--- config.mk ---
export PLATFORM = sky130hd
export DESIGN_NAME = store_commit_buffer
export DESIGN_NICKNAME = d
export VERILOG_FILES = /design/src/rtl/store_commit_buffer.sv
export SDC_FILE = /design/constraint.sdc
export NUM_CORES = 2
export LEC_CHECK = 0
export CORE_MARGIN = 5
export CORE_UTILIZATION = 60
export DETAILED_ROUTE_END_ITERATION = 12
export HOLD_SLACK_MARGIN = 0.08
export PLACE_DENSITY = 0.86
export SETUP_SLACK_MARGIN = 0.05
export SLEW_MARGIN = 40
export SYNTH_ARGS = -nofsm -noshare
export SYNTH_HDL_FRONTEND = slang
export SYNTH_SLANG_ARGS = --single-unit
--- constraint.sdc ---
create_clock -name clk -period 12 [get_ports clk]
set_input_delay 1.8 -clock clk [delete_from_list [all_inputs] [get_ports clk]]
set_output_delay 1.8 -clock clk [all_outputs]
set_load 0.01 [all_outputs]
--- src/rtl/store_commit_buffer.sv ---
// rtl/store_commit_buffer.sv - in-order store buffer: commit tracking, drain to memory, load forwarding
module store_commit_buffer #(
  parameter int DEPTH  = 8,
  parameter int ADDR_W = 32,
  parameter int DATA_W = 32,
  parameter int TAG_W  = 32
) (
  input  logic                       clk,
  input  logic                       rst_n,
  input  logic                       st_valid,
  output logic                       st_ready,
  input  logic [2:0]                 st_func3,
  input  logic [ADDR_W-1:0]          st_addr,
  input  logic [DATA_W-1:0]          st_data,
  input  logic [TAG_W-1:0]           st_inst_num,
  input  logic                       commit_valid,
  input  logic [TAG_W-1:0]           commit_inst_num,
  output logic                       commit_err,
  input  logic                       flush,
  output logic                       mem_we,
  output logic [ADDR_W-1:0]          mem_addr,
  output logic [DATA_W-1:0]          mem_wdata,
  output logic [2:0]                 mem_func3,
  input  logic                       mem_ready,
  input  logic                       ld_valid,
  input  logic [ADDR_W-1:0]          ld_addr,
  input  logic [2:0]                 ld_func3,
  output logic                       fwd_hit,
  output logic [DATA_W-1:0]          fwd_data,
  output logic                       fwd_stall,
  output logic [$clog2(DEPTH):0]     count
);

  localparam int PW = $clog2(DEPTH);
  localparam int CW = PW + 1;
  localparam logic [2:0] F3_WORD = 3'b010;

  logic [ADDR_W-1:0] e_addr  [DEPTH];
  logic [DATA_W-1:0] e_data  [DEPTH];
  logic [2:0]        e_func3 [DEPTH];
  logic [TAG_W-1:0]  e_tag   [DEPTH];
  logic [DEPTH-1:0]  e_valid;
  logic [DEPTH-1:0]  e_cmtd;

  logic [PW-1:0] head, cmt, tail;
  logic [CW-1:0] count_q;

  logic          enq, cmt_ok, drain, head_cmtd_next;
  logic [PW-1:0] cmt_next, cmt_span;
  logic [CW-1:0] keep_cnt, count_next;

  assign count    = count_q;
  assign st_ready = (count_q != CW'(DEPTH));
  assign mem_we   = (count_q != '0) && e_valid[head] && e_cmtd[head];

  assign mem_addr  = mem_we ? e_addr[head]  : '0;
  assign mem_wdata = mem_we ? e_data[head]  : '0;
  assign mem_func3 = mem_we ? e_func3[head] : 3'b000;

  // Entry-state based commit check: cmt==tail is ambiguous when the buffer is full.
  assign enq    = st_valid && st_ready && !flush;
  assign cmt_ok = commit_valid && e_valid[cmt] && !e_cmtd[cmt] &&
                  (commit_inst_num == e_tag[cmt]);
  assign drain  = mem_we && mem_ready;

  assign cmt_next       = cmt_ok ? cmt + 1'b1 : cmt;
  assign cmt_span       = cmt_next - head;
  assign head_cmtd_next = e_valid[head] && (e_cmtd[head] || (cmt_ok && (cmt == head)));

  // Committed entries surviving a flush; a full ring of committed stores wraps to DEPTH.
  always_comb begin
    keep_cnt = CW'(cmt_span);
    if (cmt_next == head)
      keep_cnt = head_cmtd_next ? CW'(DEPTH) : '0;
    if (flush)
      count_next = keep_cnt - CW'(drain);
    else
      count_next = count_q + CW'(enq) - CW'(drain);
  end

  always_ff @(posedge clk) begin
    if (!rst_n) begin
      head       <= '0;
      cmt        <= '0;
      tail       <= '0;
      count_q    <= '0;
      commit_err <= 1'b0;
      e_valid    <= '0;
      e_cmtd     <= '0;
      for (int i = 0; i < DEPTH; i++) begin
        e_addr[i]  <= '0;
        e_data[i]  <= '0;
        e_func3[i] <= '0;
        e_tag[i]   <= '0;
      end
    end else begin
      commit_err <= commit_valid && !cmt_ok;
      if (enq) begin
        e_addr[tail]  <= st_addr;
        e_data[tail]  <= st_data;
        e_func3[tail] <= st_func3;
        e_tag[tail]   <= st_inst_num;
        e_valid[tail] <= 1'b1;
        e_cmtd[tail]  <= 1'b0;
      end
      if (cmt_ok)
        e_cmtd[cmt] <= 1'b1;
      if (drain) begin
        e_valid[head] <= 1'b0;
        e_cmtd[head]  <= 1'b0;
      end
      if (flush) begin
        for (int i = 0; i < DEPTH; i++) begin
          if (e_valid[i] && !e_cmtd[i] && !(cmt_ok && (cmt == PW'(i))))
            e_valid[i] <= 1'b0;
        end
      end
      head    <= drain ? head + 1'b1 : head;
      cmt     <= cmt_next;
      tail    <= flush ? cmt_next : (enq ? tail + 1'b1 : tail);
      count_q <= count_next;
    end
  end

  // Walk oldest to youngest so the last match seen is the youngest store.
  logic          m_found;
  logic [PW-1:0] m_idx, walk_idx;

  always_comb begin
    m_found  = 1'b0;
    m_idx    = '0;
    walk_idx = '0;
    for (int k = 0; k < DEPTH; k++) begin
      walk_idx = head + PW'(k);
      if (e_valid[walk_idx] && (e_addr[walk_idx][ADDR_W-1:2] == ld_addr[ADDR_W-1:2])) begin
        m_found = 1'b1;
        m_idx   = walk_idx;
      end
    end
    fwd_hit   = 1'b0;
    fwd_stall = 1'b0;
    fwd_data  = '0;
    if (ld_valid && m_found) begin
      if ((e_func3[m_idx] == F3_WORD) && (ld_func3 == F3_WORD)) begin
        fwd_hit  = 1'b1;
        fwd_data = e_data[m_idx];
      end else begin
        fwd_stall = 1'b1;
      end
    end
  end

  logic unused_ld_bits;
  assign unused_ld_bits = ^ld_addr[1:0];

endmodule

==> metrics <==
Post-Route WL 208.6 mm; critical path capture point type output port; Total GRT Usage 41.50%; final hold vios 0; cells after synthesis 4,349; main flop type after synthesis edfxtp_1; critical path launch point type flop; M1 WL 73.72 mm; WS Path Type reg2out; Avg Inst Size Synth 12.81 sq um; Clock Tree Buf Depth 3; synth warn 0; PwrDens 109.5 nW/um^2; Pleak 22.16 nW; max-cap violations 0; Core ar. 91,940 sq um; initial antenna violation count 14; Reg2Reg Launch Point head[0]; pin count of the biggest net entering global routing 129; Die Y-Extent 314.7 microns; post-synthesis cell type count 96; Worst-path clk slew 0.06 ns; Slew @ Worst Pin 0.9349 ns; Worst EP required 10.20 ns; Final period util 89.15%; Worst slew margin 37.20%; Worst Hold End e_cmtd[1]; hold slack final 0.4968 ns; drt pass-1 iters 6; min-delay src e_cmtd[1]; detailed placement HPWL 141.4 mm; port bufs 278; worst-skew pair later-pin latency 0.68 ns; hold path depth 2; vias in the first global route 40,546; drt first-iter violations 6,226; run status complete, no violations; Initial Util 60.58%; reg2reg end count[2]; CP arrival 8.90 ns; Max Used Layer met5; Place WS 2.264 ns; Placer Congestion 1.077; FFs w/ async S/R, synth 0%; Worst Reg2Reg Path Length in Cells 17; Placed Area 59,570 sq um; setup TNS after final layout 0 ns; Seq/Total Area, Yosys 43.89%; share of layout cells above drive strength 1 18.16%; WL met2 96.89 mm; DR WL/cell 35.89 microns; Rows 111; H-tree depth 3; Peak VDD IR 0.0001264 V; placed cells 5,638; Synth Register Bits 825; total CTS buffers 86; Post-Syn Nets 4,547; post-DR vias/cell 7.171; final setup vio count 0; IO Pins 281; final worst slack 1.302 ns; pins over their slew limit 0; Cell Count, Final, Fillers Out 5,812; number of flops mapped to enable cells by yosys 792; via count 41,680; post-CTS setup buffer count 0; crit path max fanout 67; total gr overflow 0; fin nets 4,685; global-route wire length before repair 296.7 mm; Die Area 99,020 sq um; met3 routed WL 25.53 mm; die span in x 314.7 microns; # hold bufs at CTS 0; # fillers 6,291; Clock Tree Root clkbuf_16; Tmin final 10.70 ns; CTS tree built; post-CTS sizing 0; ANT nets after route 0; clock skew 0.02959 ns; post-route cell area 62,580 sq um; Synth Cell Area 55,700 sq um; flop-to-flop setup slack 6.70 ns; DRC 0; CTS sink cnt 825; fmax 0.09347 GHz; hold crit path type reg2reg; Layout area overhead 12.36%; unrepaired setup endpoints after global routing no
[flip-flops by register name, indices dropped and copies added, names as in the netlist, named ones only]
| signal | count |
|---|---|
| e_addr | 256 |
| commit_err | 1 |
| head | 3 |
| e_cmtd | 8 |
| e_valid | 8 |
| count | 4 |
| tail | 3 |
| e_data | 256 |
| e_tag | 256 |
| e_func3 | 24 |
| cmt | 3 |
[final cells by class]
| cell class | instances | area, sq um | area share, % |
|---|---|---|---|
| Timing Repair Buffer | 390 | 3839 | 6.134 |
| Clock inverter | 50 | 590.6 | 0.9437 |
| Inverter | 49 | 185.2 | 0.2959 |
| Multi-Input combinational cell | 3135 | 29620 | 47.33 |
| Clock buffer | 111 | 2298 | 3.673 |
| Tap cell | 1243 | 1555 | 2.485 |
| Antenna cell | 9 | 22.52 | 0.03599 |
| Sequential cell | 825 | 24470 | 39.10 |
[critical path: stages (launching register included)]
cell,delay (ns)
dfxtp_4,0.71
inv_1,0.39
ha_4,0.69
buf_4,0.70
buf_4,0.46
mux4_2,0.62
a2bb2oi_2,0.22
nand4_1,0.14
o21ai_0,0.48
nand4_1,0.27
or4_1,0.57
a311oi_1,0.33
nand4_1,0.13
o211ai_1,0.23
buf_12,0.41
buf_16,0.42
mux2_2,0.40
nor2_1,0.12
a21oi_1,0.06
and3_1,0.24
clkdlybuf4s50_1,0.50
[cells in the mapped netlist (12+ instances only)]
cell type  count  share of area (%)
and3_1        61               0.69
edfxtp_1     792                 43
nand2_1      131               0.88
a21oi_1       74               0.66
nand2b_1      17               0.19
a22o_1        31               0.49
o22ai_1       33               0.37
mux2i_1      465                8.4
o21ai_0       33               0.30
nor2_1       177                1.2
o2111ai_1     13               0.20
a221oi_1      13               0.20
and2_1       814                9.1
buf_4         34               0.46
ha_1          23               0.52
o21a_1        18               0.24
nor2b_1       20               0.22
mux2_2        73                1.5
mux4_2       428                 17
dfxtp_1       33                1.2
buf_2         68               0.61
nor3b_1       12               0.16
nor3_1        62               0.56
clkbuf_1     160                1.1
xor2_1        20               0.31
buf_6         29               0.59
inv_1         41               0.28
xnor2_1      211                3.3
nor4_1        36               0.40
nand3_1       47               0.42
a22oi_1       80                1.1
nand4_1       41               0.46
buf_1         39               0.26
[report_power, final]
part | internal (mW) | switching [mW]
clock | 1.57 | 1.19
sequential | 3.27 | 0.101
combinational | 0.279 | 0.444
total | 5.12 | 1.73
[through the flow]
step                util (%)  power (mW)
global placement       64.51       4.103
floorplan                  -       3.784
detailed placement     64.79       4.125
finish                 68.07       6.852
CTS                    67.93       6.827
global route           68.05       7.010
[worst max-delay path by stage]
| stage | to | start | slack (ns) |
|---|---|---|---|
| 6_report | fwd_data[7] | head[1] | 1.30 |
| 5_1_grt | fwd_data[7] | head[1] | 1.05 |
| 4_1_cts | fwd_data[29] | head[1] | 1.54 |
| 3_5_place_dp | fwd_data[31] | head[1] | 2.26 |
| 3_3_place_gp | fwd_data[27] | ld_addr[28] | 2.30 |
| 2_1_floorplan | e_addr[5][0] | flush | 1.98 |
[logic make-up (layout without fill, tap and decap cells)]
logic type / count (synthesis) / after routing / share of synthesized area (%)
XOR/XNOR: 233 / 233 / 3.691
AO/OA/AOI/OAI: 423 / 423 / 5.574
other: 0 / 9 / 0
adder cells (fa/ha/maj): 25 / 25 / 0.5886
buffers and inverters: 389 / 600 / 3.646
flip-flops: 825 / 825 / 43.89
AND/OR/NAND/NOR: 1487 / 1487 / 15.43
multiplexers: 967 / 967 / 27.19
[per-layer routing]
metal / up-vias / GRT usage (%)
met1: 20764 / 55.67
met2: 3323 / 65.25
li1: 16995 / -
met3: 586 / 9.485
met5: - / 0.3458
met4: 12 / 19.05
[layout by cell type (no fill, tap or decap), drive strengths merged, types with 33 or more instances in the layout]
master / n
mux2i: 465
mux4: 429
nand3: 48
clkdlybuf4s50: 277
edfxtp: 792
clkbuf: 111
o22ai: 33
a22oi: 81
clkinv: 43
dfxtp: 33
o21ai: 36
nor2: 178
and3: 61
buf: 113
nand4: 41
nand2: 131
nor4: 41
and2: 814
inv: 44
xnor2: 212
nor3: 62
a21oi: 75
mux2: 73
(Power assumes the default switching activity.)
